## config.mk

```make
export PLATFORM = sky130hd
export DESIGN_NAME = display_scanner
export DESIGN_NICKNAME = d
export VERILOG_FILES = /design/src/rtl/display_scanner.sv
export SDC_FILE = /design/constraint.sdc
export NUM_CORES = 1
export LEC_CHECK = 0
export ABC_AREA = 1
export BUFFER_PORTS_ARGS = -buffer_cell sky130_fd_sc_hd__buf_2
export CORE_MARGIN = 8
export CORE_UTILIZATION = 57
export DETAILED_ROUTE_END_ITERATION = 16
export MAX_ROUTING_LAYER = met4
export PLACE_DENSITY_LB_ADDON = 0.2
export SYNTH_ARGS = -nofsm -noshare
export SYNTH_HDL_FRONTEND = slang
export SYNTH_SLANG_ARGS = --single-unit
```

## constraint.sdc

```tcl
create_clock -name CLK -period 1.95 [get_ports CLK]
set_input_delay 0.4875 -clock CLK [delete_from_list [all_inputs] [get_ports CLK]]
set_output_delay 0.4875 -clock CLK [all_outputs]
set_load 0.005 [all_outputs]
```

## src/rtl/display_scanner.sv

```systemverilog
// Multiplexed common-anode 7-segment scanner: prescaled digit scan, hex decode, dead time, leading-zero blanking, per-frame snapshot.
// Latency: all outputs registered, one cycle behind the scan counters and snapshot.
// Backpressure: none; EN low holds the scan at digit 0 and darkens the display from the next edge.
module display_scanner #(
  parameter int NUM_DIGITS  = 3,
  parameter int SCAN_DIV    = 50000,
  parameter int DEAD_CYCLES = 500
) (
  input  logic                          CLK,
  input  logic                          RST,
  input  logic                          EN,
  input  logic [4*NUM_DIGITS-1:0]       DATA,
  input  logic [NUM_DIGITS-1:0]         DP_IN,
  input  logic [NUM_DIGITS-1:0]         BLANK_MASK,
  input  logic                          LZ_SUPPRESS,
  output logic [NUM_DIGITS-1:0]         DIGIT_EN,
  output logic [6:0]                    SEG,
  output logic                          DP,
  output logic [$clog2(NUM_DIGITS)-1:0] DIGIT_IDX,
  output logic                          FRAME_TICK
);

  localparam int IW = $clog2(NUM_DIGITS);
  localparam int CW = $clog2(SCAN_DIV);

  // scan state
  logic [CW-1:0]           cnt;
  logic [IW-1:0]           idx;

  // frame snapshot: display content only changes at frame boundaries
  logic [4*NUM_DIGITS-1:0] snap_data;
  logic [NUM_DIGITS-1:0]   snap_dp;
  logic [NUM_DIGITS-1:0]   snap_blank;
  logic                    snap_lz;

  logic                    cnt_last;
  logic                    idx_last;
  logic                    frame_end;
  logic                    in_dead;
  logic [NUM_DIGITS-1:0]   lz_sup;
  logic                    dark;
  logic [3:0]              nibble;
  logic [NUM_DIGITS-1:0]   nxt_digit_en;
  logic [6:0]              nxt_seg;
  logic                    nxt_dp;

  // hex to active-low gfedcba
  function automatic logic [6:0] hex7(input logic [3:0] n);
    case (n)
      4'h0:    hex7 = 7'b1000000;
      4'h1:    hex7 = 7'b1111001;
      4'h2:    hex7 = 7'b0100100;
      4'h3:    hex7 = 7'b0110000;
      4'h4:    hex7 = 7'b0011001;
      4'h5:    hex7 = 7'b0010010;
      4'h6:    hex7 = 7'b0000010;
      4'h7:    hex7 = 7'b1111000;
      4'h8:    hex7 = 7'b0000000;
      4'h9:    hex7 = 7'b0010000;
      4'hA:    hex7 = 7'b0001000;
      4'hB:    hex7 = 7'b0000011;
      4'hC:    hex7 = 7'b1000110;
      4'hD:    hex7 = 7'b0100001;
      4'hE:    hex7 = 7'b0000110;
      default: hex7 = 7'b0001110;
    endcase
  endfunction

  assign cnt_last  = (cnt == CW'(SCAN_DIV - 1));
  assign idx_last  = (idx == IW'(NUM_DIGITS - 1));
  assign frame_end = cnt_last && idx_last;

  // dead window at the head of each slot; with no dead time the comparison would be constant
  generate
    if (DEAD_CYCLES == 0) begin : g_nodead
      assign in_dead = 1'b0;
    end else begin : g_dead
      assign in_dead = (cnt < CW'(DEAD_CYCLES));
    end
  endgenerate

  // leading-zero map: digit i blanks when it and every more significant nibble are zero (digit 0 always shows)
  always_comb begin
    logic zero_run;
    zero_run = 1'b1;
    lz_sup   = '0;
    for (int i = NUM_DIGITS - 1; i >= 0; i--) begin
      zero_run  = zero_run & (snap_data[4*i +: 4] == 4'h0);
      lz_sup[i] = zero_run & snap_lz & (i != 0);
    end
  end

  // next output values for the slot currently being counted
  always_comb begin
    nibble       = snap_data[{idx, 2'b00} +: 4];
    dark         = in_dead | snap_blank[idx] | lz_sup[idx];
    nxt_digit_en = '1;
    nxt_seg      = 7'h7F;
    nxt_dp       = 1'b1;
    if (!dark) begin
      nxt_digit_en[idx] = 1'b0;
      nxt_seg           = hex7(nibble);
      nxt_dp            = ~snap_dp[idx];
    end
  end

  // scan counters, snapshot capture and registered outputs
  always_ff @(posedge CLK) begin
    if (RST) begin
      cnt        <= '0;
      idx        <= '0;
      snap_data  <= '0;
      snap_dp    <= '0;
      snap_blank <= '0;
      snap_lz    <= 1'b0;
      DIGIT_EN   <= '1;
      SEG        <= 7'h7F;
      DP         <= 1'b1;
      DIGIT_IDX  <= '0;
      FRAME_TICK <= 1'b0;
    end else if (!EN) begin
      // disabled: hold scan at the first slot and track inputs so the first frame is fresh
      cnt        <= '0;
      idx        <= '0;
      snap_data  <= DATA;
      snap_dp    <= DP_IN;
      snap_blank <= BLANK_MASK;
      snap_lz    <= LZ_SUPPRESS;
      DIGIT_EN   <= '1;
      SEG        <= 7'h7F;
      DP         <= 1'b1;
      DIGIT_IDX  <= '0;
      FRAME_TICK <= 1'b0;
    end else begin
      if (cnt_last) begin
        cnt <= '0;
        idx <= idx_last ? '0 : idx + IW'(1);
      end else begin
        cnt <= cnt + CW'(1);
      end
      if (frame_end) begin
        snap_data  <= DATA;
        snap_dp    <= DP_IN;
        snap_blank <= BLANK_MASK;
        snap_lz    <= LZ_SUPPRESS;
      end
      DIGIT_EN   <= nxt_digit_en;
      SEG        <= nxt_seg;
      DP         <= nxt_dp;
      DIGIT_IDX  <= idx;
      FRAME_TICK <= frame_end;
    end
  end

endmodule
```

==> metrics.csv, run 1 <==
metric,value,unit
run status,completed,
Die W,83.8,µm
Final Hold Viols,0,
Non-Filler Instances,468,
Buffers on Ports,35,
maxcap violations,0,
sequential share of the synthesized area,38.9,%
Syn Nets,409,
depth of the CTS H-tree,2,
RSZ-0062 raised after global routing,no,
Mapped Area,0.00262,mm²
GRT Util Overall,16.6,%
Bufs on Longest Clock Path,2,
critical-path cell list,inv_2 -> nor2_4 -> nand2_1 -> inv_1 -> nor2_1 -> ha_1 -> nand2_1 -> nand2_1 -> nand2_1 -> nand2_1,
Synth Register Bits,51,
data required time of the critical path,2.14,ns
setup violators final,0,
Final Skew,0.00732,ns
Slew Limit Fails,0,
max_slew headroom,67.0,%
total routed wirelength,5600,µm
Ys Warns,0,
DR vias,2384,
CP max stage cell,dfxtp_1,
"delay-heaviest family, CP",simple AND/OR/NAND/NOR gates,
layout cell share with drive strength beyond 1,18.0,%
CTS hold repair buffers,0,
Post-Place Setup Slack,0.128,ns
Mapped Avg Cell Area,6.90,µm²
GRT overflow,0,
Placed Cells,460,
Max VDD drop,0.000445,V
met3 Track Usage GR,4.39,%
DIE AREA,0.00703,mm²
cells after synthesis,380,
Tmin final,1.72,ns
area grow syn2layout,12.6,%
Setup CP Type,flip-flop to flip-flop,
RD Place Congestion,0.872,
cell type with the largest total area after synthesis,dfxtp_1,
FF-to-FF setup slack,0.23,ns
Hold Path Sink,snap_data[5]$_SDFFE_PP0P_,
Buf/Inv on CP,2,
diodes inserted,0,
ranking of synthesized cells by area,"dfxtp_1, nand2_1, nand3_1",
worst r2r src,idx[1]$_SDFFE_PP0N_,
clock sinks,51,
"commonest cells after routing, fill and taps aside","nand2_1, nor2_1, dfxtp_1",
period utilisation layout,88.3,%
TritonCTS buffer count,5,
worst slew pin tran,0.491,ns
setup TNS,0,ns
Hold Crit Start,DATA[5],
root buffer cell,clkbuf_8,
vias in the first global route,2252,
Most Crowded Layer GR,met2,
Worst Reg-to-Reg Cells,10,
total chip power,2.16,mW
Std-Cell Core Area,0.00438,mm²
post-DR vias/cell,5.09,
drt wl/cell,12.0,µm
Worst Path Arrival,1.91,ns
fmax,581,MHz
# IOs,36,
clk slew on worst S/H paths,0.09,ns
Final Core Density,67.4,%
antenna-violating nets left,0,
RR Endpoint,SEG[1]$_SDFF_PP1_,
met1 GRT Util,20.8,%
nets,444,
DIE HEIGHT,83.8,µm
"most common cell after layout, fill and taps aside",nand2_1,
CTS tree,done,
crit path launch type,flip-flop,
Pwr per Cell Area,729,mW/mm²
initial DRC count,149,
Starting Density,59.8,%
worst hold stages,3,
Initial DRT Pass Iterations,4,
# rows,24,
largest net degree at the start of global routing,40,
PnR worst setup slack,0.229,ns
CP peak stage delay,0.38,ns
initial antenna violation count,0,
Leak Pwr,1.26,nW
worst-skew pair later-pin latency,0.31,ns
Worst Hold Class,input port to flip-flop,
grt met2 use,25.3,%
Synth cell types,30,
CP Max Fanout,7,
# DRC,0,
dpl hpwl,4060,µm
Crit. End Element,flip-flop,
first-pass GRT wire length,9780,µm
cell repeated most along the worst path,nand2_1,
Synth top area share,38.9,%
## worst max path at each step
stage / from / end / slack (ns) / depth (start not counted)
floorplan: idx[0]$_SDFFE_PP0N_ / SEG[1]$_SDFF_PP1_ / 0.34 / 10
global route: idx[1]$_SDFFE_PP0N_ / SEG[1]$_SDFF_PP1_ / 0.08 / 10
CTS: idx[0]$_SDFFE_PP0N_ / SEG[1]$_SDFF_PP1_ / 0.11 / 9
finish: idx[1]$_SDFFE_PP0N_ / SEG[1]$_SDFF_PP1_ / 0.23 / 10
global placement: idx[0]$_SDFFE_PP0N_ / SEG[1]$_SDFF_PP1_ / 0.22 / 9
detailed placement: idx[0]$_SDFFE_PP0N_ / SEG[1]$_SDFF_PP1_ / 0.13 / 9
## power by group
part / internal (mW) / switching (mW) / total [mW]
Combinational: 0.0787 / 0.117 / 0.196
Clock: 0.512 / 0.361 / 0.873
Sequential: 1.07 / 0.0163 / 1.09
Total: 1.66 / 0.495 / 2.16
## state kept, by name, summed over array words and instances, names as in the netlist
register / count
cnt: 16
DP: 1
FRAME_TICK: 1
DIGIT_EN: 3
snap_lz: 1
snap_blank: 3
SEG: 7
snap_data: 12
DIGIT_IDX: 2
snap_dp: 3
idx: 2
## worst min-delay path, cell delays in order
cell and delay, ns:
buf_2 0.07, a21oi_1 0.03, nor2_1 0.08
## synth_stat cells, drive strengths merged
master and number:
a21oi 30, nor3b 1, nand2 95, ha 7, clkbuf 2, buf 11, clkinv 1, nand4 7
xnor2 2, inv 44, xor2 3, o21ai 9, nor3 6, or2 1, dfxtp 51, nand3b 1
nand3 48, nor2 61
## final cells by class
| class | count | area, µm² |
|---|---|---|
| Tap cell | 52 | 65.1 |
| Fill cell | 400 | 1430 |
| Inverter | 45 | 169 |
| Sequential cell | 51 | 1020 |
| Timing Repair Buffer | 41 | 220 |
| Multi-Input combinational cell | 271 | 1340 |
| Clock buffer | 5 | 68.8 |
| Clock inverter | 3 | 67.6 |
## cell families after synthesis
family,after synthesis,share of synthesized area [%]
DFF,51,38.9
AOI/OAI and AO/OA,39,9.01
and+or+nand+nor,220,37.1
xor gates and xnor gates,5,1.67
adders and majority gates,7,3.34
buffers and inverters,58,9.92
## per-layer routing
layer / vias up / part of all wire (%)
met5: - / 0
met4: 0 / 1.5
met3: 7 / 4.3
met2: 49 / 45
met1: 1054 / 49
li1: 1274 / -
## per-stage QoR
step	area (µm²)	hold WS, ns
2_1_floorplan	2620	0.418
3_3_place_gp	2820	0.429
3_5_place_dp	2820	0.446
4_1_cts	2950	0.392
5_1_grt	2960	0.391
6_report	2960	0.391
## timing repair
action | 4_1_cts | 5_1_grt
setup endpoints to repair | 0 | 3
setup buffers | 0 | 0
resized for setup | 0 | 1
(Power assumes the default switching activity.)
==> run 2: changes to the inputs <==
--- a/config.mk
+++ b/config.mk
@@ -8,7 +8,7 @@
 export ABC_AREA = 1
 export BUFFER_PORTS_ARGS = -buffer_cell sky130_fd_sc_hd__buf_2
 export CORE_MARGIN = 8
-export CORE_UTILIZATION = 57
+export CORE_UTILIZATION = 35
 export DETAILED_ROUTE_END_ITERATION = 16
 export MAX_ROUTING_LAYER = met4
 export PLACE_DENSITY_LB_ADDON = 0.2
==> metrics.csv, run 2 (synthesis gave the netlist of run 1 again) <==
metric,value,unit,change
Leak Pwr,1.27,nW,was 1.26 nW
Setup Buffers After CTS,0,,unchanged
run status,completed,,unchanged
RSZ-0062 raised after global routing,no,,unchanged
fmax,583,MHz,was 581 MHz
# DRC,0,,unchanged
largest net degree at the start of global routing,40,,unchanged
# rows,31,,was 24
Top reg by flops,cnt,,unchanged
CTS tree,done,,unchanged
layout cell share with drive strength beyond 1,18.2,%,was 18.0%
crit path launch type,flip-flop,,unchanged
clk slew on worst S/H paths,0.10,ns,was 0.09 ns
RD Place Congestion,0.809,,was 0.872
total chip power,2.16,mW,about the same
worst-skew pair later-pin latency,0.31,ns,about the same
DIE AREA,0.0105,mm²,was 0.00703 mm²
"most common cell after layout, fill and taps aside",nand2_1,,unchanged
Final Core Density,41.8,%,was 67.4%
Worst Path Arrival,1.92,ns,was 1.91 ns
root buffer cell,clkbuf_8,,unchanged
biggest regs,"cnt: 16 flops, snap_data: 12 flops, SEG: 7 flops",,unchanged
antenna-violating nets left,0,,unchanged
# IOs,36,,unchanged
worst slew pin tran,0.565,ns,was 0.491 ns
post-DR vias/cell,4.59,,was 5.09
area grow syn2layout,15.6,%,was 12.6%
diodes inserted,0,,unchanged
CP Max Fanout,7,,unchanged
Initial DRT Pass Iterations,6,,was 4
initial antenna violation count,0,,unchanged
Bufs on Longest Clock Path,2,,unchanged
TritonCTS buffer count,5,,unchanged
setup TNS,0,ns,unchanged
max_slew headroom,62.1,%,was 67.0%
Starting Density,36.2,%,was 59.8%
DIE HEIGHT,103,µm,was 83.8 µm
data required time of the critical path,2.16,ns,was 2.14 ns
Pwr per Cell Area,711,mW/mm²,was 729 mW/mm²
"commonest cells after routing, fill and taps aside","nand2_1, nor2_1, dfxtp_1",,unchanged
dpl cell area,0.00290,mm²,was 0.00282 mm²
setup violators final,0,,unchanged
clock sinks,51,,unchanged
DR vias,2370,,was 2384
Tmin final,1.71,ns,was 1.72 ns
Max VDD drop,0.000334,V,was 0.000445 V
first-pass GRT wire length,10000,µm,was 9780 µm
PnR worst setup slack,0.235,ns,was 0.229 ns
Slew Limit Fails,0,,unchanged
Setup CP Type,flip-flop to flip-flop,,unchanged
vias in the first global route,2192,,was 2252
depth of the CTS H-tree,2,,unchanged
drt wl/cell,11.7,µm,was 12.0 µm
total routed wirelength,6020,µm,was 5600 µm
GRT Util Overall,12.3,%,was 16.6%
Worst Hold Class,input port to flip-flop,,unchanged
period utilisation layout,87.9,%,was 88.3%
Post-Place Setup Slack,0.136,ns,was 0.128 ns
dpl hpwl,4380,µm,was 4060 µm
Finished Cell Area,0.00303,mm²,was 0.00296 mm²
maxcap violations,0,,unchanged
GRT overflow,0,,unchanged
Buffers on Ports,35,,unchanged
Std-Cell Core Area,0.00725,mm²,was 0.00438 mm²
initial DRC count,107,,was 149
nets,445,,was 444
Die W,103,µm,was 83.8 µm
Final Skew,0.0128,ns,was 0.00732 ns
max FFs per register,16,,unchanged
Final Hold Viols,0,,unchanged
Crit. End Element,flip-flop,,unchanged
[run 2: cell type report]
cell class / count / area (µm²)
fill: 781 / 4220
multi-input combinational: 271 / 1350
sequential: 51 / 1020
timing repair buffer: 42 / 240
inverter: 45 / 169
tap: 99 / 124
clock buffer: 6 / 72.6
clock inverter: 2 / 60.1
[run 2: worst paths after layout]
| kind | start | end | slack, ns | depth (start not counted) |
|---|---|---|---|---|
| setup / recovery | idx[1]$_SDFFE_PP0N_ | SEG[1]$_SDFF_PP1_ | 0.24 | 10 |
| hold / removal | DATA[11] | snap_data[11]$_SDFFE_PP0P_ | 0.40 | 3 |
| setup reg to reg | idx[1]$_SDFFE_PP0N_ | SEG[1]$_SDFF_PP1_ | 0.24 | 10 |
| hold reg to reg | cnt[0]$_SDFF_PP0_ | cnt[0]$_SDFF_PP0_ | 0.46 | 1 |
[run 2: layer usage]
metal / GRT usage [%] / vias to the layer above / routed length, µm
met4: 4.06 / 0 / 83
li1: - / 1275 / -
met2: 17.8 / 48 / 2550
met5: - / - / 0
met3: 2.90 / 8 / 279
met1: 16.3 / 1039 / 3100
[run 2: power by group]
part | internal [mW] | switching, mW
clock | 0.513 | 0.355
combinational | 0.0810 | 0.122
sequential | 1.07 | 0.0162
total | 1.66 | 0.493
[run 2: worst max-delay path, cell delays in order (launching register included)]
cell,delay [ns]
dfxtp_1,0.46
inv_2,0.12
nor2_4,0.19
nand2_1,0.07
nand3_1,0.10
inv_1,0.09
ha_1,0.31
nand2_1,0.10
nand2_1,0.06
nand2_1,0.07
nand2_1,0.04
[run 2: stage by stage]
step / hold slack, ns / cells
2_1_floorplan: 0.418 / 380
3_3_place_gp: 0.434 / 508
3_5_place_dp: 0.446 / 508
4_1_cts: 0.389 / 516
5_1_grt: 0.392 / 516
6_report: 0.401 / 516
[run 2: timing repair]
action | in CTS | in global routing
hold buffers | 0 | 0
resized for setup | 0 | 2
endpoints found under the setup margin | 0 | 4
